===== src/rtl/proto_sequencer_if.sv =====
// Byte-stream and register-bus signals between proto_sequencer (master) and its
// receive/transmit front end and register file (slave).
interface proto_sequencer_if;
   logic [7:0] in_rx_data;
   logic       rx_done;
   logic       tx_done;
   logic       rx_continue;
   logic       tx_continue;
   logic [7:0] out_tx_data;
   logic [7:0] reg_addr;
   logic [7:0] reg_wdata;
   logic       reg_wr;
   logic       reg_rd;
   logic [7:0] reg_rdata;
   logic       out_busy;
   logic [7:0] out_err_cnt;

   modport master (
      input  in_rx_data, rx_done, tx_done, reg_rdata,
      output rx_continue, tx_continue, out_tx_data, reg_addr, reg_wdata,
             reg_wr, reg_rd, out_busy, out_err_cnt
   );

   modport slave (
      output in_rx_data, rx_done, tx_done, reg_rdata,
      input  rx_continue, tx_continue, out_tx_data, reg_addr, reg_wdata,
             reg_wr, reg_rd, out_busy, out_err_cnt
   );
endinterface


===== src/rtl/proto_sequencer.sv =====
// Frame parser turning opcode/address/length byte frames into register writes and reads,
// returning read data or a status byte, with a receive timeout and saturating error count.
module proto_sequencer #(
   parameter int unsigned MAX_LEN     = 16,
   parameter int unsigned TIMEOUT_CYC = 50000
) (
   input  logic               in_clk,
   input  logic               in_rst,
   proto_sequencer_if.master  bus
);

   typedef enum logic [2:0] {
      S_OPC, S_ADDR, S_LEN, S_WDATA, S_RD_FETCH, S_RD_LATCH, S_TX_DATA, S_TX_STATUS
   } state_e;

   localparam logic [7:0]  OPC_WR    = 8'h01;
   localparam logic [7:0]  OPC_RD    = 8'h02;
   localparam logic [7:0]  ST_OK     = 8'hA5;
   localparam logic [7:0]  ST_ERR    = 8'hEE;
   localparam logic [7:0]  MAX_LEN_B = 8'(MAX_LEN);
   localparam logic [15:0] TO_LAST   = 16'(TIMEOUT_CYC - 1);

   state_e      state_q, state_d;
   logic        is_wr_q, is_wr_d;
   logic [7:0]  base_q, base_d;
   logic [7:0]  len_q, len_d;
   logic [7:0]  idx_q, idx_d;
   logic        rx_cont_q, rx_cont_d;
   logic        tx_cont_q, tx_cont_d;
   logic [7:0]  tx_data_q, tx_data_d;
   logic [7:0]  addr_q, addr_d;
   logic [7:0]  wdata_q, wdata_d;
   logic        wr_q, wr_d;
   logic        rd_q, rd_d;
   logic [7:0]  err_q, err_d;
   logic [15:0] to_cnt_q, to_cnt_d;
   logic        err_inc;
   logic        in_rx_state;

   always_ff @(posedge in_clk or posedge in_rst) begin
      if (in_rst) begin
         state_q   <= S_OPC;
         is_wr_q   <= 1'b0;
         base_q    <= 8'h00;
         len_q     <= 8'h00;
         idx_q     <= 8'h00;
         rx_cont_q <= 1'b0;
         tx_cont_q <= 1'b0;
         tx_data_q <= 8'h00;
         addr_q    <= 8'h00;
         wdata_q   <= 8'h00;
         wr_q      <= 1'b0;
         rd_q      <= 1'b0;
         err_q     <= 8'h00;
         to_cnt_q  <= 16'h0000;
      end else begin
         state_q   <= state_d;
         is_wr_q   <= is_wr_d;
         base_q    <= base_d;
         len_q     <= len_d;
         idx_q     <= idx_d;
         rx_cont_q <= rx_cont_d;
         tx_cont_q <= tx_cont_d;
         tx_data_q <= tx_data_d;
         addr_q    <= addr_d;
         wdata_q   <= wdata_d;
         wr_q      <= wr_d;
         rd_q      <= rd_d;
         err_q     <= err_d;
         to_cnt_q  <= to_cnt_d;
      end
   end

   always_comb begin
      state_d   = state_q;
      is_wr_d   = is_wr_q;
      base_d    = base_q;
      len_d     = len_q;
      idx_d     = idx_q;
      rx_cont_d = rx_cont_q;
      tx_cont_d = tx_cont_q;
      tx_data_d = tx_data_q;
      addr_d    = addr_q;
      wdata_d   = wdata_q;
      wr_d      = 1'b0;
      rd_d      = 1'b0;
      err_d     = err_q;
      to_cnt_d  = 16'h0000;
      err_inc   = 1'b0;
      in_rx_state = (state_q == S_ADDR) || (state_q == S_LEN) || (state_q == S_WDATA);

      unique case (state_q)
         S_OPC: begin
            if (bus.rx_done) begin
               rx_cont_d = 1'b0;
               if (bus.in_rx_data == OPC_WR || bus.in_rx_data == OPC_RD) begin
                  is_wr_d = (bus.in_rx_data == OPC_WR);
                  state_d = S_ADDR;
               end else begin
                  state_d   = S_TX_STATUS;
                  tx_data_d = ST_ERR;
                  tx_cont_d = 1'b1;
                  err_inc   = 1'b1;
               end
            end
         end
         S_ADDR: begin
            if (bus.rx_done) begin
               rx_cont_d = 1'b0;
               base_d    = bus.in_rx_data;
               state_d   = S_LEN;
            end else begin
               rx_cont_d = 1'b1;
            end
         end
         S_LEN: begin
            if (bus.rx_done) begin
               rx_cont_d = 1'b0;
               len_d     = bus.in_rx_data;
               idx_d     = 8'h00;
               if (bus.in_rx_data == 8'h00 || bus.in_rx_data > MAX_LEN_B) begin
                  state_d   = S_TX_STATUS;
                  tx_data_d = ST_ERR;
                  tx_cont_d = 1'b1;
                  err_inc   = 1'b1;
               end else if (is_wr_q) begin
                  state_d = S_WDATA;
               end else begin
                  state_d = S_RD_FETCH;
                  addr_d  = base_q;
                  rd_d    = 1'b1;
               end
            end else begin
               rx_cont_d = 1'b1;
            end
         end
         S_WDATA: begin
            if (bus.rx_done) begin
               rx_cont_d = 1'b0;
               wr_d      = 1'b1;
               addr_d    = base_q + idx_q;
               wdata_d   = bus.in_rx_data;
               idx_d     = idx_q + 8'd1;
               if (idx_q == len_q - 8'd1) begin
                  state_d   = S_TX_STATUS;
                  tx_data_d = ST_OK;
                  tx_cont_d = 1'b1;
               end
            end else begin
               rx_cont_d = 1'b1;
            end
         end
         // reg_rd is high during S_RD_FETCH, so reg_rdata is valid in S_RD_LATCH
         S_RD_FETCH: state_d = S_RD_LATCH;
         S_RD_LATCH: begin
            tx_data_d = bus.reg_rdata;
            tx_cont_d = 1'b1;
            state_d   = S_TX_DATA;
         end
         S_TX_DATA: begin
            if (bus.tx_done) begin
               tx_cont_d = 1'b0;
               if (idx_q == len_q - 8'd1) begin
                  state_d   = S_OPC;
                  rx_cont_d = 1'b1;
               end else begin
                  idx_d   = idx_q + 8'd1;
                  addr_d  = base_q + idx_q + 8'd1;
                  rd_d    = 1'b1;
                  state_d = S_RD_FETCH;
               end
            end
         end
         S_TX_STATUS: begin
            if (bus.tx_done) begin
               tx_cont_d = 1'b0;
               state_d   = S_OPC;
               rx_cont_d = 1'b1;
            end
         end
         default: state_d = S_OPC;
      endcase

      // Abandon a stalled frame; rx_continue stays high so the next opcode can arrive.
      if (in_rx_state && !bus.rx_done && rx_cont_q) begin
         if (to_cnt_q == TO_LAST) begin
            state_d   = S_OPC;
            rx_cont_d = 1'b1;
            err_inc   = 1'b1;
         end else begin
            to_cnt_d = to_cnt_q + 16'd1;
         end
      end
      if (state_d != state_q) begin
         to_cnt_d = 16'h0000;
      end

      if (err_inc && err_q != 8'hFF) begin
         err_d = err_q + 8'd1;
      end
   end

   assign bus.rx_continue = rx_cont_q;
   assign bus.tx_continue = tx_cont_q;
   assign bus.out_tx_data = tx_data_q;
   assign bus.reg_addr    = addr_q;
   assign bus.reg_wdata   = wdata_q;
   assign bus.reg_wr      = wr_q;
   assign bus.reg_rd      = rd_q;
   assign bus.out_err_cnt = err_q;
   assign bus.out_busy    = (state_q != S_OPC);

endmodule


===== src/flat_wrapper.sv =====
// flat-port wrapper written by rule: the top's interface ports become plain ports
module proto_sequencer_flat 
#(
   parameter int unsigned MAX_LEN     = 16,
   parameter int unsigned TIMEOUT_CYC = 50000
)
  (in_clk, in_rst, bus_in_rx_data, bus_rx_done, bus_tx_done, bus_reg_rdata, bus_rx_continue, bus_tx_continue, bus_out_tx_data, bus_reg_addr, bus_reg_wdata, bus_reg_wr, bus_reg_rd, bus_out_busy, bus_out_err_cnt);
  proto_sequencer_if bus_i ();
  input  logic in_clk;
  input  logic in_rst;
  input wire logic [$bits(bus_i.in_rx_data)-1:0] bus_in_rx_data;
  input wire logic [$bits(bus_i.rx_done)-1:0] bus_rx_done;
  input wire logic [$bits(bus_i.tx_done)-1:0] bus_tx_done;
  input wire logic [$bits(bus_i.reg_rdata)-1:0] bus_reg_rdata;
  output wire logic [$bits(bus_i.rx_continue)-1:0] bus_rx_continue;
  output wire logic [$bits(bus_i.tx_continue)-1:0] bus_tx_continue;
  output wire logic [$bits(bus_i.out_tx_data)-1:0] bus_out_tx_data;
  output wire logic [$bits(bus_i.reg_addr)-1:0] bus_reg_addr;
  output wire logic [$bits(bus_i.reg_wdata)-1:0] bus_reg_wdata;
  output wire logic [$bits(bus_i.reg_wr)-1:0] bus_reg_wr;
  output wire logic [$bits(bus_i.reg_rd)-1:0] bus_reg_rd;
  output wire logic [$bits(bus_i.out_busy)-1:0] bus_out_busy;
  output wire logic [$bits(bus_i.out_err_cnt)-1:0] bus_out_err_cnt;
  assign bus_i.in_rx_data = bus_in_rx_data;
  assign bus_i.rx_done = bus_rx_done;
  assign bus_i.tx_done = bus_tx_done;
  assign bus_i.reg_rdata = bus_reg_rdata;
  assign bus_rx_continue = bus_i.rx_continue;
  assign bus_tx_continue = bus_i.tx_continue;
  assign bus_out_tx_data = bus_i.out_tx_data;
  assign bus_reg_addr = bus_i.reg_addr;
  assign bus_reg_wdata = bus_i.reg_wdata;
  assign bus_reg_wr = bus_i.reg_wr;
  assign bus_reg_rd = bus_i.reg_rd;
  assign bus_out_busy = bus_i.out_busy;
  assign bus_out_err_cnt = bus_i.out_err_cnt;
  proto_sequencer #(.MAX_LEN(MAX_LEN), .TIMEOUT_CYC(TIMEOUT_CYC)) u_core (.in_clk(in_clk), .in_rst(in_rst), .bus(bus_i));
endmodule

===== config.mk =====
export PLATFORM = sky130hd
export DESIGN_NAME = proto_sequencer_flat
export DESIGN_NICKNAME = d
export VERILOG_FILES = /design/src/rtl/proto_sequencer_if.sv /design/src/rtl/proto_sequencer.sv /design/src/flat_wrapper.sv
export SDC_FILE = /design/constraint.sdc
export NUM_CORES = 1
export LEC_CHECK = 0
export CORE_MARGIN = 2
export CORE_UTILIZATION = 42
export CTS_CLUSTER_SIZE = 14
export DETAILED_ROUTE_END_ITERATION = 16
export DONT_BUFFER_PORTS = 1
export SLEW_MARGIN = 20
export SYNTH_ARGS = -nofsm -noshare
export SYNTH_HDL_FRONTEND = slang
export SYNTH_SLANG_ARGS = --single-unit
export TNS_END_PERCENT = 5

===== constraint.sdc =====
create_clock -name in_clk -period 6.6 [get_ports in_clk]
set_clock_uncertainty 0.2 [all_clocks]
set_input_delay 1.32 -clock in_clk [delete_from_list [all_inputs] [get_ports in_clk]]
set_output_delay 1.32 -clock in_clk [all_outputs]
set_load 0.1 [all_outputs]

==> summary.txt <==
Clocking
  – Clk buf depth: 2
  – H-tree depth: 3
  – CTS root buf: clkbuf_8
  – Post-CTS resize count: 0
  – CTS tree: yes
  – CTS Hold Bufs: 0
  – CTS Buf Count: 9
  – Skew-Pair Late Insertion Delay: approximately 370 ps
  – Reg clk slew, reported paths: 80 ps
  – Clk sink count: 80
  – Setup bufs post-CTS: 0

Global route
  – Largest net degree at the start of global routing: 81
  – GR Overflow Total: 0
  – Initial antenna violation count: 0
  – Vias in the first global route: 3491
  – First-pass GRT wire length: 17700 µm
  – GR Util All Layers: approximately 20%

Route
  – Final WL: 10600 µm
  – DRC violations left: 0
  – DR iter-0 viols: 277
  – Avg WL per Cell: 17.1 µm
  – TritonRoute pass-1 iters: 7
  – Via count: about 3600
  – Via/cell ratio: 5.76
  – DRT antenna net count: 0

Cells and area
  – Fin area: 4910 µm²
  – Layout area overhead: 8.22%
  – # fillers: slightly below 1000
  – Commonest non-fill, non-tap cells in the layout: dfrtp_1, nand2_1, nor2_1
  – Commonest non-fill, non-tap cell in the layout: dfrtp_1
  – ANT cells: 0
  – Final net count: 510
  – Fraction of layout cells with a size suffix above 1: under 10%

Setup path
  – Critical path fanouts, max: 17
  – Crit start category: flip-flop
  – Worst path arrival time: roughly 3500 ps
  – Worst EP required: 6660 ps
  – Crit end category: flip-flop
  – CP Class: flip-flop to flip-flop

Synth
  – Primary FF master, synth: dfrtp_1
  – Ys Warns: 0
  – Yosys cell types: 61
  – Area contributors post-synth: dfrtp_1, nand2_1, xnor2_1
  – Yosys reg bits: 80
  – Biggest area consumer among synthesized cells: dfrtp_1
  – Post-synthesis sequential area ratio: 44.1%
  – Synth Area per Inst: 9.47 µm²
  – Synthesized area: approximately 4500 µm²
  – Area fraction of the dominant cell type after synthesis: ~44%
  – Number of synthesized flops with an enable pin: 0
  – Syn Inst Count: 479
  – Syn_nets: between 500 and 600
  – Ys async rst share: 100%

STA
  – Max Slew Vio Count: 0
  – Unrepaired setup endpoints after global routing: false
  – Final Hold Vio Count: 0
  – Setup TNS: 0 ps
  – Max Clock Freq: 295 MHz
  – Final setup viols: 0
  – Rel. slew slack: 32.0%
  – Tmin final: 3390 ps
  – Final period util: ~50%
  – Worst Max-Slew Pin Slew: 1020 ps

Place
  – Port Buffers: 0
  – Area post-placement: 4650 µm²
  – Final RePlAce weighted congestion: 0.897
  – Hpwl dp: 7700 µm

Status
  – Run status: complete, no violations

Pwr
  – PD cells: between 500 and 600 nW/µm²
  – Leakage: 0.00209 µW
  – VDD IR-drop max: 296 µV

Floorplanning
  – Die width: ~110 µm
  – Num ports: 57
  – Die H: 108 µm
  – Starting Density: between 40% and 50%
  – Core Rows: 37
  – CORE AREA: between 10000 and 15000 µm²
  – Die area: 11600 µm²

Worst hold path
  – HP Class: flip-flop to flip-flop

Job
  – Max_cap viols: 0
## path summary, 6_finish.rpt
kind	depth (start not counted)	end	slack, ps	from
worst max-delay path	7	u_core.bus.out_tx_data[2]	3210	u_core.state_q[0]
worst min-delay path	1	u_core.to_cnt_q[0]	260	u_core.to_cnt_q[0]
worst max register to register	7	u_core.bus.out_tx_data[2]	3210	u_core.state_q[0]
worst min register to register	1	u_core.to_cnt_q[0]	260	u_core.to_cnt_q[0]
max in group asynchronous	2	u_core.bus.reg_wdata[2]	4860	in_rst
min in group asynchronous	2	u_core.len_q[7]	790	in_rst
## sequential cells by signal (all words and copies together), names as in the netlist
register                flops
u_core.base_q               8
u_core.is_wr_q              1
u_core.idx_q                8
u_core.state_q              3
u_core.len_q                8
u_core.bus.reg_wdata        8
u_core.bus.reg_rd           1
u_core.bus.out_err_cnt      8
u_core.to_cnt_q            16
u_core.bus.rx_continue      1
u_core.bus.reg_addr         8
u_core.bus.tx_continue      1
u_core.bus.out_tx_data      8
u_core.bus.reg_wr           1
## synthesized netlist by cell type (3+ instances only)
| cell type | n |
|---|---|
| a21o_1 | 4 |
| a21oi_1 | 17 |
| a221oi_1 | 5 |
| a31oi_1 | 6 |
| and2_1 | 3 |
| and3_1 | 11 |
| and4_1 | 3 |
| buf_2 | 3 |
| clkbuf_1 | 9 |
| dfrtp_1 | 80 |
| ha_1 | 12 |
| inv_1 | 15 |
| mux2_2 | 16 |
| mux2i_1 | 4 |
| nand2_1 | 60 |
| nand2b_1 | 9 |
| nand3_1 | 25 |
| nand3b_1 | 3 |
| nor2_1 | 44 |
| nor2b_1 | 6 |
| nor3_1 | 10 |
| o211ai_1 | 3 |
| o21ai_0 | 26 |
| o21ai_1 | 7 |
| o22a_1 | 3 |
| o31ai_1 | 5 |
| or2_2 | 3 |
| or3_1 | 5 |
| xnor2_1 | 25 |
| xor2_1 | 16 |
## stage by stage
stage                     worst slack (ps)  power (µW)  util [%]  instances  hold slack [ps]
after global routing                  2990        2900      47.1        618              269
after detailed placement              3000        2290      44.7        602              253
final                                 3210        2740      47.1        618              262
after global placement                3060        2270      44.7        602              246
after floorplan                       3030        2090         -        479              225
after CTS                             3220        2750      47.1        618              264
## routing by layer
| metal | part of all wire [%] | global-route usage (%) | vias up | routed length, µm |
|---|---|---|---|---|
| li1 | - | - | 1693 | - |
| met1 | 47 | 26.2 | 1745 | 4920 |
| met2 | 46 | 31.0 | 105 | 4800 |
| met3 | 5.7 | 5.18 | 16 | 605 |
| met4 | 2.1 | 7.42 | 0 | 223 |
| met5 | 0 | 0 | - | 0 |
## critical path: stages, from the launching register on
cell,delay [ps]
dfrtp_1,560
or3_1,850
nor3_1,350
nand2b_1,110
o21a_1,130
a31oi_1,660
nor2_1,190
o22a_1,220
## cell type report
class,count,area (µm²),share of cell area [%]
repair buffers,1,11.3,0.229
well taps,136,170,3.47
inverters,16,61.3,1.25
clock buffers,12,155,3.16
multi-input cells,369,2410,49.1
flip-flops and latches,80,2000,40.8
clock inverters,4,98.8,2.01
## power breakdown
part           switching [µW]  internal (µW)
Sequential                836            627
Combinational             467            352
Clock                     182            274
Total                    1490           1250
## cells by family after synthesis
group	count (synthesis)	synth area share, %
AND/OR/NAND/NOR	193	20.9
multiplexers	20	4.85
AO/OA/AOI/OAI	101	15.4
buffers and inverters	30	2.73
flip-flops	80	44.1
adder cells (fa/ha/maj)	13	3.75
XOR/XNOR	42	8.27
Power figures use the tool's default switching activity.
